**config.mk**
```make
export PLATFORM = sky130hd
export DESIGN_NAME = decode_stage
export DESIGN_NICKNAME = d
export VERILOG_FILES = /design/src/rtl/rv_pkg.sv /design/src/rtl/decode_stage_imm_gen.sv /design/src/rtl/decode_stage.sv
export SDC_FILE = /design/constraint.sdc
export NUM_CORES = 1
export LEC_CHECK = 0
export ABC_AREA = 1
export CAP_MARGIN = 20
export CORE_MARGIN = 3
export CORE_UTILIZATION = 48
export CTS_BUF_LIST = sky130_fd_sc_hd__clkbuf_8
export CTS_CLUSTER_SIZE = 20
export DETAILED_ROUTE_END_ITERATION = 8
export GPL_ROUTABILITY_DRIVEN = 1
export PLACE_DENSITY = 0.86
export SYNTH_ARGS = -nofsm -noshare
export SYNTH_HDL_FRONTEND = slang
export SYNTH_SLANG_ARGS = --single-unit
```
**constraint.sdc**
```tcl
create_clock -name clk -period 3 [get_ports clk]
set_input_delay 0.6 -clock clk [delete_from_list [all_inputs] [get_ports clk]]
set_output_delay 0.6 -clock clk [all_outputs]
set_load 0.05 [all_outputs]
```
**src/rtl/rv_pkg.sv**
```systemverilog
// Shared RISC-V decode definitions: widths, base opcodes, immediate formats,
// and the per-opcode control lookup used by the decode stage.
package rv_pkg;

  localparam int XLEN   = 32;
  localparam int REG_AW = 5;

  localparam logic [6:0] OP_LUI    = 7'b0110111;
  localparam logic [6:0] OP_AUIPC  = 7'b0010111;
  localparam logic [6:0] OP_JAL    = 7'b1101111;
  localparam logic [6:0] OP_JALR   = 7'b1100111;
  localparam logic [6:0] OP_BRANCH = 7'b1100011;
  localparam logic [6:0] OP_LOAD   = 7'b0000011;
  localparam logic [6:0] OP_STORE  = 7'b0100011;
  localparam logic [6:0] OP_IMM    = 7'b0010011;
  localparam logic [6:0] OP_OP     = 7'b0110011;

  typedef enum logic [2:0] {
    FMT_NONE,
    FMT_I,
    FMT_S,
    FMT_B,
    FMT_U,
    FMT_J
  } imm_fmt_e;

  typedef struct packed {
    logic     legal;
    logic     use_rs1;
    logic     use_rs2;
    logic     wr_rd;
    imm_fmt_e fmt;
  } dec_ctl_t;

  // Unknown opcodes come back with every use/write flag clear, so they
  // behave as a NOP unless the trap flag is consumed downstream.
  function automatic dec_ctl_t decode_ctl(input logic [6:0] opcode);
    dec_ctl_t c;
    c.legal   = 1'b1;
    c.use_rs1 = 1'b0;
    c.use_rs2 = 1'b0;
    c.wr_rd   = 1'b0;
    c.fmt     = FMT_NONE;
    case (opcode)
      OP_LUI, OP_AUIPC: begin c.wr_rd = 1'b1; c.fmt = FMT_U; end
      OP_JAL:           begin c.wr_rd = 1'b1; c.fmt = FMT_J; end
      OP_JALR, OP_LOAD, OP_IMM: begin
        c.use_rs1 = 1'b1; c.wr_rd = 1'b1; c.fmt = FMT_I;
      end
      OP_BRANCH: begin c.use_rs1 = 1'b1; c.use_rs2 = 1'b1; c.fmt = FMT_B; end
      OP_STORE:  begin c.use_rs1 = 1'b1; c.use_rs2 = 1'b1; c.fmt = FMT_S; end
      OP_OP: begin c.use_rs1 = 1'b1; c.use_rs2 = 1'b1; c.wr_rd = 1'b1; end
      default: c.legal = 1'b0;
    endcase
    return c;
  endfunction

endpackage

```
**src/rtl/decode_stage_imm_gen.sv**
```systemverilog
// imm_gen: combinational immediate extraction for the I/S/B/U/J formats,
// sign-extended to XLEN. FMT_NONE (R-type, unknown) yields 0.
module imm_gen
  import rv_pkg::*;
(
  input  logic [31:7]     instr,
  input  imm_fmt_e        fmt,
  output logic [XLEN-1:0] imm
);

  logic [31:0] imm32;

  // Reassemble the scattered immediate bits for the selected format.
  always_comb begin
    imm32 = '0;
    case (fmt)
      FMT_I: imm32 = {{20{instr[31]}}, instr[31:20]};
      FMT_S: imm32 = {{20{instr[31]}}, instr[31:25], instr[11:7]};
      FMT_B: imm32 = {{19{instr[31]}}, instr[31], instr[7], instr[30:25],
                      instr[11:8], 1'b0};
      FMT_U: imm32 = {instr[31:12], 12'b0};
      FMT_J: imm32 = {{11{instr[31]}}, instr[31], instr[19:12], instr[20],
                      instr[30:21], 1'b0};
      default: imm32 = '0;
    endcase
  end

  assign imm = XLEN'($signed(imm32));

endmodule

```
**src/rtl/decode_stage.sv**
```systemverilog
// decode_stage: instruction decode/issue with register scoreboard,
// writeback bypass and a valid/ready ID/EX pipeline register.
// Optional feature macro: DECODE_ILLEGAL_TRAP_EN (flag unknown opcodes on
// ex_illegal; otherwise they issue as NOPs and ex_illegal is tied low).
module decode_stage
  import rv_pkg::*;
(
  input  logic              clk,
  input  logic              reset,
  input  logic              if_valid,
  output logic              if_ready,
  input  logic [31:0]       if_instr,
  input  logic [XLEN-1:0]   if_pc,
  output logic [REG_AW-1:0] rs1_addr,
  output logic [REG_AW-1:0] rs2_addr,
  input  logic [XLEN-1:0]   rs1_data,
  input  logic [XLEN-1:0]   rs2_data,
  input  logic              wb_valid,
  input  logic [REG_AW-1:0] wb_rd,
  input  logic [XLEN-1:0]   wb_data,
  input  logic              flush,
  output logic              ex_valid,
  input  logic              ex_ready,
  output logic [XLEN-1:0]   ex_pc,
  output logic [XLEN-1:0]   ex_op1,
  output logic [XLEN-1:0]   ex_op2,
  output logic [XLEN-1:0]   ex_imm,
  output logic [REG_AW-1:0] ex_rd,
  output logic [6:0]        ex_opcode,
  output logic [2:0]        ex_funct3,
  output logic [6:0]        ex_funct7,
  output logic              ex_reg_write,
  output logic              ex_illegal
);

  localparam int NREG = 1 << REG_AW;

  dec_ctl_t          ctl;
  logic [REG_AW-1:0] rd;
  logic [XLEN-1:0]   imm;
  logic [XLEN-1:0]   op1, op2;
  logic [NREG-1:1]   busy, busy_nxt;
  logic [NREG-1:0]   busy_full;
  logic              wr_rd, byp1, byp2, wb_hits_rd;
  logic              haz1, haz2, haz_rd, hazard, fire;

  assign rs1_addr = if_instr[19:15];
  assign rs2_addr = if_instr[24:20];
  assign rd       = if_instr[11:7];
  assign ctl      = decode_ctl(if_instr[6:0]);

  imm_gen u_imm_gen (
    .instr (if_instr[31:7]),
    .fmt   (ctl.fmt),
    .imm   (imm)
  );

  // x0 is a sink: writing it allocates nothing and reading it never waits.
  assign wr_rd     = ctl.legal & ctl.wr_rd & (rd != '0);
  assign busy_full = {busy, 1'b0};

  // A writeback landing this cycle both resolves the hazard and feeds the operand.
  assign byp1       = wb_valid & (wb_rd != '0) & (wb_rd == rs1_addr);
  assign byp2       = wb_valid & (wb_rd != '0) & (wb_rd == rs2_addr);
  assign wb_hits_rd = wb_valid & (wb_rd == rd);

  assign haz1   = ctl.use_rs1 & busy_full[rs1_addr] & ~byp1;
  assign haz2   = ctl.use_rs2 & busy_full[rs2_addr] & ~byp2;
  assign haz_rd = wr_rd & busy_full[rd] & ~wb_hits_rd;
  assign hazard = haz1 | haz2 | haz_rd;

  assign if_ready = reset & ~flush & ~hazard & (~ex_valid | ex_ready);
  assign fire     = if_valid & if_ready;

  assign op1 = ~ctl.use_rs1 ? '0 : (byp1 ? wb_data : rs1_data);
  assign op2 = ~ctl.use_rs2 ? '0 : (byp2 ? wb_data : rs2_data);

  // Scoreboard next state: clears first so a same-cycle set on the same register wins.
  always_comb begin
    busy_nxt = busy;
    if (wb_valid && wb_rd != '0)
      busy_nxt[wb_rd] = 1'b0;
    if (flush && ex_valid && ex_reg_write)
      busy_nxt[ex_rd] = 1'b0;
    if (fire && wr_rd)
      busy_nxt[rd] = 1'b1;
  end

  // Scoreboard register.
  always_ff @(posedge clk) begin
    if (!reset) busy <= '0;
    else        busy <= busy_nxt;
  end

  // ID/EX register: valid follows the handshake, payload only moves on fire.
  always_ff @(posedge clk) begin
    if (!reset) begin
      ex_valid     <= 1'b0;
      ex_pc        <= '0;
      ex_op1       <= '0;
      ex_op2       <= '0;
      ex_imm       <= '0;
      ex_rd        <= '0;
      ex_opcode    <= '0;
      ex_funct3    <= '0;
      ex_funct7    <= '0;
      ex_reg_write <= 1'b0;
    end else begin
      if (flush)         ex_valid <= 1'b0;
      else if (fire)     ex_valid <= 1'b1;
      else if (ex_ready) ex_valid <= 1'b0;
      if (fire) begin
        ex_pc        <= if_pc;
        ex_op1       <= op1;
        ex_op2       <= op2;
        ex_imm       <= imm;
        ex_rd        <= rd;
        ex_opcode    <= if_instr[6:0];
        ex_funct3    <= if_instr[14:12];
        ex_funct7    <= if_instr[31:25];
        ex_reg_write <= wr_rd;
      end
    end
  end

`ifdef DECODE_ILLEGAL_TRAP_EN
  // Illegal-opcode flag travels with the payload.
  always_ff @(posedge clk) begin
    if (!reset)    ex_illegal <= 1'b0;
    else if (fire) ex_illegal <= ~ctl.legal;
  end
`else
  assign ex_illegal = 1'b0;
`endif

endmodule

```
==> flow_summary.yaml, run 1 <==
global_routing:
  first_global_vias: 11500
  grt_max_degree: 182
  antenna_found_initial: 1
  grt_pass1_wl_mm: 63.9
  gr-total-overflow: 0
  track_usage_pct: 36.3
worst_hold_path:
  hold_class: "reg -> reg"
  hold_path_end: "ex_imm[11]"
  min_from: "ex_imm[11]"
  hold_depth: 2
setup_path:
  worstPathArrival_ns: 2.33
  critPathMaxFanout: 5
  r2r_slack_ns: 0.62
  slowest_stage: "clkdlybuf4s50_1"
  cp-start-kind: "input port"
  setup.worst_path.end_class: "output pin"
  crit_path_frequent_cell: "nand2_1"
  crit_path_cell_trace: "clkdlybuf4s50_1 -> buf_4 -> nor3_1 -> nand2_1 -> nand2_1 -> nor2_1 -> nand4_1 -> nand3_2 -> nor2_4 -> buf_12"
  reg2reg_depth: 16
  cp.required_ns: 2.40
  r2r-end: "ex_op2[30]"
  reg2reg_from: "busy[31]"
  slowest_delay_ns: 0.49
  worstSetupPathType: "in -> out"
logic_synthesis:
  avgSynthCellArea_um2: 6.46
  yosysSeqAreaShare_pct: 37.1
  synth_area_leader_cell: "dfxtp_1"
  syn_inst: 1529
  netlist_area_um2: 9880
  yosys_register_bits: 183
  syn_nets: 1700
  synth_top_cell_area_share_pct: 37.1
  ys_types: 33
  ys_warn_count: 0
  synth_area_leaders: "dfxtp_1, a21oi_1, nand2_1, nand3_1, nor2_1"
layout:
  nets: 2023
  stdcell_count: 2130
  layout_commonest_cell: "nand2_1"
  area_growth_syn_to_layout_pct: 44.6
  layout-drive-gt1-share_pct: 9.28
  postLayoutCoreUtil_pct: 72.0
  mostFrequentLayoutCells: "nand2_1, clkdlybuf4s50_1, a21oi_1, nand3_1, dfxtp_1"
sta:
  fin_ws_ns: 0.0662
  hold_viol_final: 0
  tightest_slew_ns: 0.814
  fmax_mhz: 341
  slew_headroom_pct: 45.7
  holdWs_ns: 0.444
  rsz0062_at_grt: "no"
  setup_viol: 0
  fin_crit_ns: 2.93
  final.setup.tns_ns: 0
  finalCritPeriodShare_pct: 97.8
  finalClockSkew_ns: 0.0221
  drv_slew: 0
clocking:
  cts_tree: "built"
  worstSkewPairLatency_ns: 0.49
  cts_root_buf: "clkbuf_8"
  cts.clk_slew.worst_paths_ns: 0.09
  ctsHtreeMaxLevel: 4
  numCtsBuffers: 17
  clock_tree.buffer_depth: 2
  clock_sinks: 183
  cts_hold_buf: 0
power_and_ir_drop:
  p_per_area_nw_per_um2: 371
  p_sw_share_pct: 31.9
  p_sw_mw: 1.70
  ir_drop_mv: 0.341
  power.leakage_nw: 5.33
  power_frac_comb_pct: 20.7
  clockPowerShare_pct: 32.6
  seqPwrFrac_pct: 46.7
  internal_power_mw: 3.61
status:
  status: "complete, no violations"
floorplanning:
  die_x_um: 150
  start_util_pct: 49.8
  die_area_um2: 22400
  io_pins: 335
  die_height_um: 150
  rows: 51
  core_area_um2: 19800
route:
  vias_per_cell: 5.82
  postRouteAntennaNets: 0
  drt-total-wl_mm: 42.2
  via_count: 12400
  dr.pass1.iters: 6
  drcViolationCount: 0
  drt_iter0_markers: 1393
  wire_per_inst_um: 19.8
placement:
  pre_cts_ws_ns: -0.239
  dp.cells: 2096
  gp_congestion: 0.980
  dpl.hpwl_mm: 30.5
  io_buffers: 333
run:
  maxCapViolCount: 0
==> how the worst max path moves through the flow <==
stage	startpoint	end	depth (start not counted)
global placement	if_instr[9]	if_ready	10
finish	if_instr[10]	if_ready	10
CTS	wb_rd[4]	if_ready	10
floorplan	if_instr[15]	if_ready	11
global route	if_instr[4]	if_ready	12
detailed placement	if_instr[9]	if_ready	10
==> cell families after synthesis <==
| logic type | synth area share (%) |
|---|---|
| AO/OA/AOI/OAI | 19.4 |
| XOR/XNOR | 0.532 |
| buffers and inverters | 10.2 |
| flip-flops | 37.1 |
| other | 0.0379 |
| AND/OR/NAND/NOR | 32.8 |
==> cell type report <==
type | instances | area [um2]
Sequential cell | 183 | 3660
Fill cell | 1605 | 5560
Tap cell | 265 | 332
Multi-Input combinational cell | 1131 | 5290
Antenna cell | 1 | 2.50
Timing Repair Buffer | 430 | 4270
Clock buffer | 17 | 234
Inverter | 89 | 344
Clock inverter | 14 | 159
==> cells in the mapped netlist (all sizes together) <==
library cell / n
nand2: 348
a21oi: 258
nand3: 202
dfxtp: 183
nor2: 140
o21ai: 99
inv: 87
buf: 68
clkbuf: 58
nand4: 40
nor3: 19
o221ai: 8
o22ai: 5
xnor2: 3
xor2: 3
clkinv: 2
or2: 2
a221oi: 1
a41oi: 1
conb: 1
o211ai: 1
==> worst max-delay path: cells and delay by family <==
kind | cells | cell delay, ns
buf+inv | 3 | 0.87
simple gates | 7 | 0.86
==> repair_timing <==
| action | in CTS | in global routing |
|---|---|---|
| setup buffers | 1 | 1 |
| endpoints found under the hold margin | 0 | 0 |
| resized for setup | 7 | 26 |
| setup endpoints to repair | 1 | 1 |
| pin swaps | 1 | 3 |
==> metal layers <==
metal / part of all wire (%) / global-route usage [%] / up-vias
met5: 0.031 / 0 / -
met4: 4.4 / 14.3 / 2
met3: 12 / 10.2 / 129
met2: 44 / 56.3 / 804
met1: 39 / 47.9 / 5703
li1: - / - / 5763
==> sequential cells by signal (all words and copies together) (netlist names), 5 cells and up <==
register and cells:
busy 31, ex_opcode 7, ex_op2 32, ex_funct7 7, ex_pc 32, ex_rd 5, ex_imm 32, ex_op1 32
==> power groups by stage <==
stage,Combinational [mW],Clock [mW],Sequential (mW)
2_1_floorplan,0.449,0,2.63
3_3_place_gp,1.06,0,2.53
3_5_place_dp,1.07,0,2.53
4_1_cts,1.07,1.75,2.48
5_1_grt,1.17,1.84,2.48
6_report,1.10,1.73,2.48
==> through the flow <==
stage / power [mW] / cell area, um2
floorplan: 3.08 / 9880
global placement: 3.60 / 13800
detailed placement: 3.60 / 13800
CTS: 5.30 / 14200
global route: 5.49 / 14300
finish: 5.31 / 14300
Note: power is estimated with default switching activity, not from simulation.
==> run 2, diff against run 1 <==
--- a/config.mk
+++ b/config.mk
@@ -10,6 +10,7 @@
 export CORE_MARGIN = 3
 export CORE_UTILIZATION = 48
 export CTS_BUF_LIST = sky130_fd_sc_hd__clkbuf_8
+export CTS_CLUSTER_DIAMETER = 50
 export CTS_CLUSTER_SIZE = 20
 export DETAILED_ROUTE_END_ITERATION = 8
 export GPL_ROUTABILITY_DRIVEN = 1
==> results of run 2 <==
No change in the layout: final DEF, timing and power equal those of run 1.
